File: src/rtl/rename_free_list_pkg.sv
// Shared rename-stage types: preg sizing, free-list geometry and the dispatch record.
// Types and constants only; no latency or backpressure.
package rename_free_list_pkg;
   localparam int NUM_PREG = 64;
   localparam int NUM_AREG = 32;
   localparam int PREG_W   = $clog2(NUM_PREG);
   localparam int DEPTH    = NUM_PREG - NUM_AREG;
   localparam int PTR_W    = $clog2(DEPTH);
   localparam int CNT_W    = $clog2(DEPTH + 1);

   typedef logic [PREG_W-1:0] preg_t;

   typedef struct packed {
      logic  vld;
      preg_t rd;
      preg_t rd_old;
   } dispatchStruct;
endpackage

File: src/rtl/rename_free_list_chk.sv
// Busy map and release filter: drops releases of p0, out-of-range, already-free or duplicated pregs.
// Filter is combinational; busy map and sticky err update at the clock edge; never stalls.
module rename_free_list_chk
   import rename_free_list_pkg::*;
#(
   parameter int WIDTH = 2,
   parameter int RET_W = 2
)(
   input  logic                    clk,
   input  logic                    reset,
   input  logic [WIDTH-1:0]        alloc_vld,
   input  logic [WIDTH*PREG_W-1:0] alloc_preg,
   input  logic [RET_W-1:0]        rel_valid,
   input  logic [RET_W*PREG_W-1:0] rel_preg,
   output logic [RET_W-1:0]        rel_ok,
   output logic                    err
);
   localparam logic [PREG_W:0]     PREG_LIM = (PREG_W + 1)'(NUM_PREG);
   localparam logic [NUM_PREG-1:0] BUSY_RST = {{DEPTH{1'b0}}, {NUM_AREG{1'b1}}};

   logic [NUM_PREG-1:0] busy_q, busy_d;
   logic                err_q, err_d;
   preg_t               rp [RET_W];
   logic [RET_W-1:0]    bad;

   always_comb begin
      bad = '0;
      for (int j = 0; j < RET_W; j++) begin
         rp[j] = rel_preg[j*PREG_W +: PREG_W];
      end
      for (int j = 0; j < RET_W; j++) begin
         if (rp[j] == '0 || {1'b0, rp[j]} >= PREG_LIM) begin
            bad[j] = 1'b1;
         end else if (!busy_q[rp[j]]) begin
            bad[j] = 1'b1;
         end
         for (int k = 0; k < j; k++) begin
            if (rel_valid[k] && rp[k] == rp[j]) bad[j] = 1'b1;
         end
      end
   end

   always_comb begin
      busy_d = busy_q;
      err_d  = err_q;
      rel_ok = '0;
      for (int j = 0; j < RET_W; j++) begin
         if (rel_valid[j]) begin
            if (bad[j]) begin
               err_d = 1'b1;
            end else begin
               rel_ok[j]      = 1'b1;
               busy_d[rp[j]] = 1'b0;
            end
         end
      end
      for (int i = 0; i < WIDTH; i++) begin
         if (alloc_vld[i]) busy_d[alloc_preg[i*PREG_W +: PREG_W]] = 1'b1;
      end
   end

   always_ff @(posedge clk or posedge reset) begin
      if (reset) begin
         busy_q <= BUSY_RST;
         err_q  <= 1'b0;
      end else begin
         busy_q <= busy_d;
         err_q  <= err_d;
      end
   end

   assign err = err_q;
endmodule

File: src/rtl/rename_free_list.sv
// Circular free list of pregs: all-or-nothing alloc of up to WIDTH, release of up to RET_W per cycle.
// Alloc pregs are show-ahead (same cycle); alloc_ready drops below WIDTH free; FREELIST_CHECK_EN adds release checking.
module rename_free_list
   import rename_free_list_pkg::*;
#(
   parameter int WIDTH = 2,
   parameter int RET_W = 2
)(
   input  logic                    clk,
   input  logic                    reset,
   input  logic [WIDTH-1:0]        alloc_req,
   output logic                    alloc_ready,
   output logic [WIDTH*PREG_W-1:0] alloc_preg,
   input  logic [RET_W-1:0]        rel_valid,
   input  logic [RET_W*PREG_W-1:0] rel_preg,
   output logic [CNT_W-1:0]        free_count,
   output logic                    err
);
   preg_t            entry_q [DEPTH];
   preg_t            entry_d [DEPTH];
   logic [PTR_W-1:0] head_q, head_d, tail_q, tail_d;
   logic [CNT_W-1:0] count_q, count_d;
   logic [PTR_W-1:0] aoff [WIDTH];
   logic [PTR_W-1:0] roff [RET_W];
   logic [CNT_W-1:0] nalloc, nrel;
   logic [RET_W-1:0] rel_ok;
   logic             fire;

   // Lane compaction: each lane's slot is the number of active lanes below it.
   always_comb begin
      nalloc = '0;
      for (int i = 0; i < WIDTH; i++) begin
         aoff[i] = PTR_W'(nalloc);
         nalloc  = nalloc + CNT_W'(alloc_req[i]);
      end
      nrel = '0;
      for (int j = 0; j < RET_W; j++) begin
         roff[j] = PTR_W'(nrel);
         nrel    = nrel + CNT_W'(rel_ok[j]);
      end
   end

   assign alloc_ready = (count_q >= CNT_W'(WIDTH));
   assign fire        = (|alloc_req) && alloc_ready;
   assign free_count  = count_q;

   always_comb begin
      alloc_preg = '0;
      for (int i = 0; i < WIDTH; i++) begin
         alloc_preg[i*PREG_W +: PREG_W] = entry_q[PTR_W'(head_q + aoff[i])];
      end
   end

   always_comb begin
      entry_d = entry_q;
      for (int j = 0; j < RET_W; j++) begin
         if (rel_ok[j]) entry_d[PTR_W'(tail_q + roff[j])] = rel_preg[j*PREG_W +: PREG_W];
      end
      head_d  = fire ? PTR_W'(head_q + PTR_W'(nalloc)) : head_q;
      tail_d  = PTR_W'(tail_q + PTR_W'(nrel));
      count_d = count_q - (fire ? nalloc : '0) + nrel;
   end

   always_ff @(posedge clk or posedge reset) begin
      if (reset) begin
         for (int k = 0; k < DEPTH; k++) entry_q[k] <= PREG_W'(NUM_AREG + k);
         head_q  <= '0;
         tail_q  <= '0;
         count_q <= CNT_W'(DEPTH);
      end else begin
         entry_q <= entry_d;
         head_q  <= head_d;
         tail_q  <= tail_d;
         count_q <= count_d;
      end
   end

`ifdef FREELIST_CHECK_EN
   logic [WIDTH-1:0] alloc_vld;
   assign alloc_vld = alloc_req & {WIDTH{fire}};

   rename_free_list_chk #(
      .WIDTH (WIDTH),
      .RET_W (RET_W)
   ) u_chk (
      .clk        (clk),
      .reset      (reset),
      .alloc_vld  (alloc_vld),
      .alloc_preg (alloc_preg),
      .rel_valid  (rel_valid),
      .rel_preg   (rel_preg),
      .rel_ok     (rel_ok),
      .err        (err)
   );
`else
   assign rel_ok = rel_valid;
   assign err    = 1'b0;
`endif
endmodule
File: config.mk
export PLATFORM = sky130hd
export DESIGN_NAME = rename_free_list
export DESIGN_NICKNAME = d
export VERILOG_FILES = /design/src/rtl/rename_free_list_pkg.sv /design/src/rtl/rename_free_list_chk.sv /design/src/rtl/rename_free_list.sv
export SDC_FILE = /design/constraint.sdc
export NUM_CORES = 1
export LEC_CHECK = 0
export BUFFER_PORTS_ARGS = -buffer_cell sky130_fd_sc_hd__buf_2
export CAP_MARGIN = 10
export CELL_PAD_IN_SITES_DETAIL_PLACEMENT = 1
export CELL_PAD_IN_SITES_GLOBAL_PLACEMENT = 1
export CORE_ASPECT_RATIO = 0.9
export CORE_MARGIN = 4
export CORE_UTILIZATION = 29
export CTS_CLUSTER_DIAMETER = 40
export CTS_CLUSTER_SIZE = 12
export DETAILED_ROUTE_END_ITERATION = 6
export GPL_ROUTABILITY_DRIVEN = 0
export HOLD_SLACK_MARGIN = 0.05
export MAX_ROUTING_LAYER = met4
export PLACE_DENSITY_LB_ADDON = 0.1
export SETUP_SLACK_MARGIN = 0.1
export SYNTH_ARGS = -nofsm -noshare
export SYNTH_HDL_FRONTEND = slang
export SYNTH_HIERARCHICAL = 1
export SYNTH_SLANG_ARGS = --single-unit
File: constraint.sdc
create_clock -name clk -period 7.6 [get_ports clk]
set_input_delay 2.28 -clock clk [delete_from_list [all_inputs] [get_ports clk]]
set_output_delay 2.28 -clock clk [all_outputs]
set_load 0.02 [all_outputs]
# Word level (Yosys, flattened, before mapping)

Index checks and enable logic that the tools add are counted.

Bits in registers: 208
Input port bits: 18
Output and inout bits: 20
Word-level logic and storage cells: 73

Add/sub/neg operators: 8
Order comparisons: 7
Muxes and demuxes: 15
Bitwise operators: 4
Reduce and logical (&&, ||, !) cells: 4

Operator list:

| operator             | number |
|---|---|
| $bwmux W192          | 2 |
| $mux W192            | 2 |
| $bmux W6 S5          | 2 |
| $demux W6 S5         | 2 |
| $mux W6              | 6 |
| $ge A6 B6 Y1 const B | 4 |
| $not A5 Y6           | 4 |
| $lt A6 B1 Y1 const B | 2 |
| $add A5 B1 Y5        | 2 |
| $add A5 B2 Y5        | 2 |
| $add A6 B2 Y6        | 1 |
| $ge A6 B2 Y1 const B | 1 |
| $sub A6 B2 Y6        | 1 |
| $add A1 B1 Y2        | 2 |
| $logic_and A1 B1 Y1  | 3 |
| $mux W2              | 1 |
| $reduce_or A2 Y1     | 1 |

# Longest topological paths before layout

Gate-level depths: netlist of the first run.

Word-level depth: 9
Depth in mapped cells: 13

# Least setup slack after synthesis of the first run

Ideal clock, no wire load.

Path type: input-to-output
Start: in alloc_req[0]
End: out alloc_preg[10]
Arrival time: 4.218 ns
Slack: 1.102 ns
Stages: 8
Cell sequence: ha_1 -> ha_1 -> buf_4 -> buf_2 -> mux4_2 -> mux2_2 -> o22ai_1 -> a221oi_1

Word-level cells in the longest chain between the ends: 5

Ends and longest elaborated chain:

| what                                        | line                   | text |
|---|---|---|
| from (decl)                                 | rename_free_list.sv:11 | `input logic [WIDTH-1:0] alloc_req,` |
| $add A5 B1 Y5                               | rename_free_list.sv:50 | `alloc_preg[i*PREG_W +: PREG_W] = entry_q[PTR_W'(head_q + aoff[i])];` |
| $not A5 Y6 (implied by the code)            | rename_free_list.sv:50 |  |
| $bmux W6 S5                                 | rename_free_list.sv:50 |  |
| $mux W6 (implied by the code) (2 in series) | rename_free_list.sv:50 |  |
| to (decl)                                   | rename_free_list.sv:13 | `output logic [WIDTH*PREG_W-1:0] alloc_preg,` |

Every way passes these cells. The select of a mux whose other input is x is not followed.

# Final worst setup path of the first run

Start: in alloc_req[0]
End: out alloc_preg[9]

The elaborated chain is that of the path after synthesis.

==> flow_summary.toml, run 1 <==
[synthesis]
syn_avg_cell_area_um2 = 11.73
synth_top_flop_cell = "dfstp_2"
synth-edff-count = 0
ys_async_sr_fraction_pct = 100.0
yosysUniqueCellTypes = 60
synth.net_count = 1259
synth_top_area_share_pct = 20.78
yosysSeqAreaShare_pct = 37.42
synth_area_leader_cell = "dfstp_2"
ys_seq_elements = 208
synth_area_leaders = "dfstp_2 21%, mux2_2 17%, dfrtp_1 17%, mux2i_1 12%, mux4_2 11%"
netlist_instances = 1218
yosysWarningCount = 6
synthesis.area_um2 = 14290

[sta]
finalCritPeriodShare_pct = 93.13
rsz0062_at_grt = "no"
fin_worst_skew_ns = 0.01372
tightest_slew_ns = 1.198
fmax_mhz = 141.3
finalCriticalPeriod_ns = 7.078
maxSlewViolCount = 0
setup_viol = 0
slew_headroom_pct = 19.78
finalHoldViolCount = 0
fin_setup_tns_ns = 0

[clock_tree]
htree_levels = 2
clk_pin_slew_worst_paths_ns = 0.05
cts_max_path_buffers = 3
clock_latency_ns = 0.56
numCtsBuffers = 43
root_buffer = "clkbuf_16"
cts_resized = 0
cts_setup_buffers = 0
cts.sinks = 208
holdBufCountCts = 0
cts_tree = "done"

[detailed_routing]
wl_per_cell_um = 30.83
drtIter0Drc = 751
vias_per_cell = 5.538
wl_mm = 57.86
drc = 2
vias = 10400
drt_first_pass_iters = 7
ant_nets = 0

[place]
dpl.hpwl_mm = 40.41
place_inst = 1798
portBuffers = 36

[power]
p_int_mw = 5.357
sequentialPowerShare_pct = 31.0
p_switching_mw = 3.590
power_frac_clock_pct = 23.7
comb_power_share_pct = 45.3
swShare_pct = 40.12
power_leakage_nw = 6.598
max-vdd-ir-drop_uv = 221.2
power.density_nw_per_um2 = 540.7

[floorplanning]
die_h_um = 218.6
die-area_um2 = 52890
pin_count = 38
start_util_pct = 29.58
rows = 76
die-width_um = 242.0
core_area_um2 = 48310

[critical_path]
cp_data_required_time_ns = 5.32
crit_path_start_kind = "primary input"
crit_arrival_ns = 4.80
critPathKind = "in -> out"
endpoint_kind = "primary output"
critPathMaxFanout = 14

[global_route]
grt_pass1_vias = 11140
antenna_found_initial = 0
grt_pass1_wl_mm = 83.79
grt_util_all_layers_pct = 22.54
grt_max_degree = 95
grt-ovfl-total = 0

[finish]
n_antenna_cell = 0
synthToLayoutAreaGrowth_pct = 15.81
final_cell_mix = "213 x mux2_2, 166 x mux2i_1, 113 x dfstp_2"
fin_nets = 1260
final_cells = 1877
layout-drive-gt1-share_pct = 45.49
final_common_cell = "mux2_2"

[outcome]
status = "finished with violations"
violations = "design-rule violations"

[job]
maxCapViolCount = 0

[worst_hold_path]
hp-class = "reg -> reg"
## cells by family after synthesis
group / synth area share (%)
AO/OA/AOI/OAI: 7.391
XOR/XNOR: 0.7881
adder cells (fa/ha/maj): 2.224
buffers and inverters: 3.748
flip-flops: 37.42
multiplexers: 40.00
other: 0.02624
AND/OR/NAND/NOR: 8.406
## power groups by stage
stage               Combinational [mW]  Clock, mW  Sequential (mW)
floorplan                         3.23          0             2.17
global placement                  3.98          0             2.79
detailed placement                4.06          0             2.77
CTS                               4.07       2.16             2.76
global route                      4.38       2.22             2.82
finish                            4.06       2.12             2.77
## registers in the layout, summed over array words and instances (netlist names)
register    count
tail_q          5
entry_q       192
free_count      6
head_q          5
## area by class of cell
type	instances	area, um2
clock buffer	57	1231
clock inverter	22	367.9
fill	5196	31760
inverter	22	86.33
multi-input combinational	893	8427
sequential	208	5350
tap	624	780.7
timing repair buffer	51	305.3
## final timing paths
kind	slack (ns)	to	start	cells past startpoint
setup / recovery	0.52	alloc_preg[9]	alloc_req[0]	9
hold reg to reg	0.47	tail_q[4]	tail_q[4]	1
min in group asynchronous	1.73	free_count[4]	reset	2
hold / removal	0.47	tail_q[4]	tail_q[4]	1
setup reg to reg	4.48	entry_q[18]	tail_q[0]	6
max in group asynchronous	4.69	entry_q[100]	reset	3
## routing by layer
| layer | up-vias | part of all wire (%) | track usage, % |
|---|---|---|---|
| li1 | 4544 | - | - |
| met1 | 5518 | 47 | 30.38 |
| met2 | 237 | 47 | 35.58 |
| met3 | 96 | 3.5 | 3.018 |
| met4 | 0 | 3.0 | 6.907 |
| met5 | - | 0 | - |
## metrics by stage
step	setup slack [ns]	util, %	total power [mW]	cell area (um2)	hold WS, ns
floorplan	1.102	-	5.400	14290	0.5354
global placement	0.5528	30.95	6.772	14950	0.4605
detailed placement	0.5387	30.95	6.830	14950	0.4662
CTS	0.5384	34.26	8.989	16550	0.4764
global route	0.3705	34.26	9.427	16550	0.4961
finish	0.5219	34.26	8.947	16550	0.4708
## worst max-delay path, stage by stage
cell,delay [ns]
buf_2,0.16
ha_4,0.19
ha_2,0.55
buf_4,0.28
mux4_2,0.31
mux2_2,0.28
o22ai_1,0.32
a221oi_1,0.17
buf_2,0.25
## cells in the mapped netlist (all sizes together), types with 9 or more instances
cell type	instances
nor3	29
nor2	90
clkbuf	52
ha	19
o21ai	27
a21oi	77
mux2i	166
mux2	216
buf	43
inv	22
mux4	72
nand2b	9
nand2	67
nand3	9
dfstp	113
a22o	12
dfrtp	95
(Power assumes the default switching activity.)
==> inputs of run 2 (changes only) <==
--- a/config.mk
+++ b/config.mk
@@ -7,8 +7,8 @@
 export LEC_CHECK = 0
 export BUFFER_PORTS_ARGS = -buffer_cell sky130_fd_sc_hd__buf_2
 export CAP_MARGIN = 10
-export CELL_PAD_IN_SITES_DETAIL_PLACEMENT = 1
-export CELL_PAD_IN_SITES_GLOBAL_PLACEMENT = 1
+export CELL_PAD_IN_SITES_DETAIL_PLACEMENT = 0
+export CELL_PAD_IN_SITES_GLOBAL_PLACEMENT = 2
 export CORE_ASPECT_RATIO = 0.9
 export CORE_MARGIN = 4
 export CORE_UTILIZATION = 29
@@ -18,7 +18,7 @@
 export GPL_ROUTABILITY_DRIVEN = 0
 export HOLD_SLACK_MARGIN = 0.05
 export MAX_ROUTING_LAYER = met4
-export PLACE_DENSITY_LB_ADDON = 0.1
+export PLACE_DENSITY_LB_ADDON = 0.08
 export SETUP_SLACK_MARGIN = 0.1
 export SYNTH_ARGS = -nofsm -noshare
 export SYNTH_HDL_FRONTEND = slang
==> run 2 against run 1 <==
Net effect: the run now ends clean; fmax down 1.7%; sequential share of layout area down 0.25 points; clock skew up 0.0074 ns; register-to-register slack better by 0.11 ns; non-clock buffer count unchanged; first-iteration DRC count down 18%; setup slack worse by 0.13 ns; combinational power about the same; global-route usage down 0.87 points; sequential power down 2%; critical path depth down 1; hold slack better by 0.024 ns; critical endpoint is now alloc_preg[7].
==> flow_summary.toml, run 2 (same netlist as run 1, synthesis figures left out) <==
[worst_hold_path]
hp-class = "reg -> reg"

[clock_tree]
clock_latency_ns = 0.58
clk_pin_slew_worst_paths_ns = 0.04
cts_setup_buffers = 0
cts.sinks = 208
cts_tree = "done"
root_buffer = "clkbuf_16"
cts_resized = 0
htree_levels = 2
cts_max_path_buffers = 3
holdBufCountCts = 0
numCtsBuffers = 50

[critical_path]
endpoint_kind = "primary output"
path_buf_inv = 3
critPathTopFamily = "buffers and inverters"
reg2regPathDepth = 7
worstReg2RegEnd = "entry_q[147]"
crit_chain = "buf_2 > ha_4 > ha_2 > buf_4 > mux4_2 > mux2i_1 > a221oi_1 > buf_2"
rrSetupSlack_ns = 4.59
crit_end = "alloc_preg[7]"
crit_path_start_kind = "primary input"
crit_arrival_ns = 4.92
crit_cells = 8
r2r-start = "tail_q[0]"
crit_slowest_cell = "ha_2"
cp_data_required_time_ns = 5.32
critPathLaunch = "alloc_req[0]"
cpPeakStageDelay_ns = 0.61
path_common_cell = "buf_2"
critPathMaxFanout = 24
critPathKind = "in -> out"

[finish]
largest_register_ffs = 192
layout-drive-gt1-share_pct = 45.66
synthToLayoutAreaGrowth_pct = 16.71
n_fill_cell = 4773
largest_register = "entry_q"
fin_util_pct = 34.52
fin_nets = 1267
n_antenna_cell = 0
final_cell_mix = "213 x mux2_2, 166 x mux2i_1, 113 x dfstp_2"
final_common_cell = "mux2_2"

[sta]
fin_worst_skew_ns = 0.02110
setup_viol = 0
finalHoldViolCount = 0
slew_headroom_pct = 21.31
finalCritPeriodShare_pct = 94.79
finalCriticalPeriod_ns = 7.204
fin_setup_tns_ns = 0
maxSlewViolCount = 0
tightest_slew_ns = 1.178
fmax_mhz = 138.8
rsz0062_at_grt = "no"

[power]
sequentialPowerShare_pct = 30.4
p_int_mw = 5.368
power_leakage_nw = 6.657
comb_power_share_pct = 45.2
power_frac_clock_pct = 24.4
p_switching_mw = 3.569
swShare_pct = 39.94
power.density_nw_per_um2 = 535.9
max-vdd-ir-drop_uv = 194.6

[floorplanning]
die_h_um = 218.6
pin_count = 38
die-width_um = 242.0
core_area_um2 = 48310
start_util_pct = 29.58
die-area_um2 = 52890
rows = 76

[global_route]
antenna_found_initial = 1
grt_util_all_layers_pct = 21.66
grt-ovfl-total = 0
grt_pass1_wl_mm = 80.73
grt_pass1_vias = 10530
grt_max_degree = 148

[detailed_routing]
drtIter0Drc = 615
vias_per_cell = 5.396
drc = 0
ant_nets = 0
wl_mm = 56.24
drt_first_pass_iters = 4
wl_per_cell_um = 29.73
vias = 10210

[place]
dpl.hpwl_mm = 38.27
portBuffers = 36

[job]
maxCapViolCount = 0

[outcome]
status = "finished, final reports clean"
-- run 2: changes by cell type in the layout (fill, tap and decap cells not counted), sizes merged --
cell / change
inv: +2
clkinv: +6
bufinv: -4
clkbuf: +11
-- run 2: how the worst min path moves through the flow --
stage	startpoint	to	slack (ns)	cells past startpoint
floorplan	entry_q[153]	entry_q[153]	0.54	2
global placement	free_count[0]	free_count[0]	0.49	1
detailed placement	free_count[0]	free_count[0]	0.49	1
CTS	free_count[0]	free_count[0]	0.50	1
global route	free_count[0]	free_count[0]	0.53	1
finish	free_count[0]	free_count[0]	0.50	1
-- run 2: worst register-to-register path, delay by kind of cell, from the launching register on --
family          cells  cell delay (ns)
compound gates      1             0.11
fa+ha+maj           2             0.77
buf+inv             1             0.25
flops               1             0.50
simple gates        3             1.28
-- run 2: cell type report --
type / instances / area (um2) / area share [%]
Tap cell: 624 / 780.7 / 4.682
Clock inverter: 26 / 325.3 / 1.951
Multi-Input combinational cell: 893 / 8438 / 50.60
Sequential cell: 208 / 5350 / 32.08
Inverter: 22 / 86.33 / 0.5177
Clock buffer: 68 / 1390 / 8.336
Timing Repair Buffer: 51 / 305.3 / 1.831
-- run 2: layer usage --
metal,GRT usage [%],share of wire [%],vias up
met3,2.527,3.4,69
met4,5.997,2.5,0
met5,-,0,-
met1,28.88,46,5316
li1,-,-,4587
met2,35.19,48,238
-- run 2: power groups by stage --
stage               Sequential (mW)  Combinational [mW]  Clock [mW]
detailed placement             2.73                4.07           0
global placement               2.76                4.01           0
floorplan                      2.17                3.23           0
CTS                            2.72                4.08        2.24
finish                         2.71                4.04        2.18
global route                   2.77                4.37        2.29
-- run 2: through the flow --
| step | hold WS (ns) | setup WS, ns | power (mW) | std cells | cell area (um2) |
|---|---|---|---|---|---|
| CTS | 0.5032 | 0.4134 | 9.033 | 1892 | 16680 |
| detailed placement | 0.4932 | 0.4050 | 6.794 | 1798 | 14960 |
| floorplan | 0.5354 | 1.102 | 5.400 | 1218 | 14290 |
| global route | 0.5271 | 0.3212 | 9.433 | 1892 | 16680 |
| global placement | 0.4876 | 0.4872 | 6.769 | 1798 | 14960 |
| finish | 0.4952 | 0.3961 | 8.937 | 1892 | 16680 |
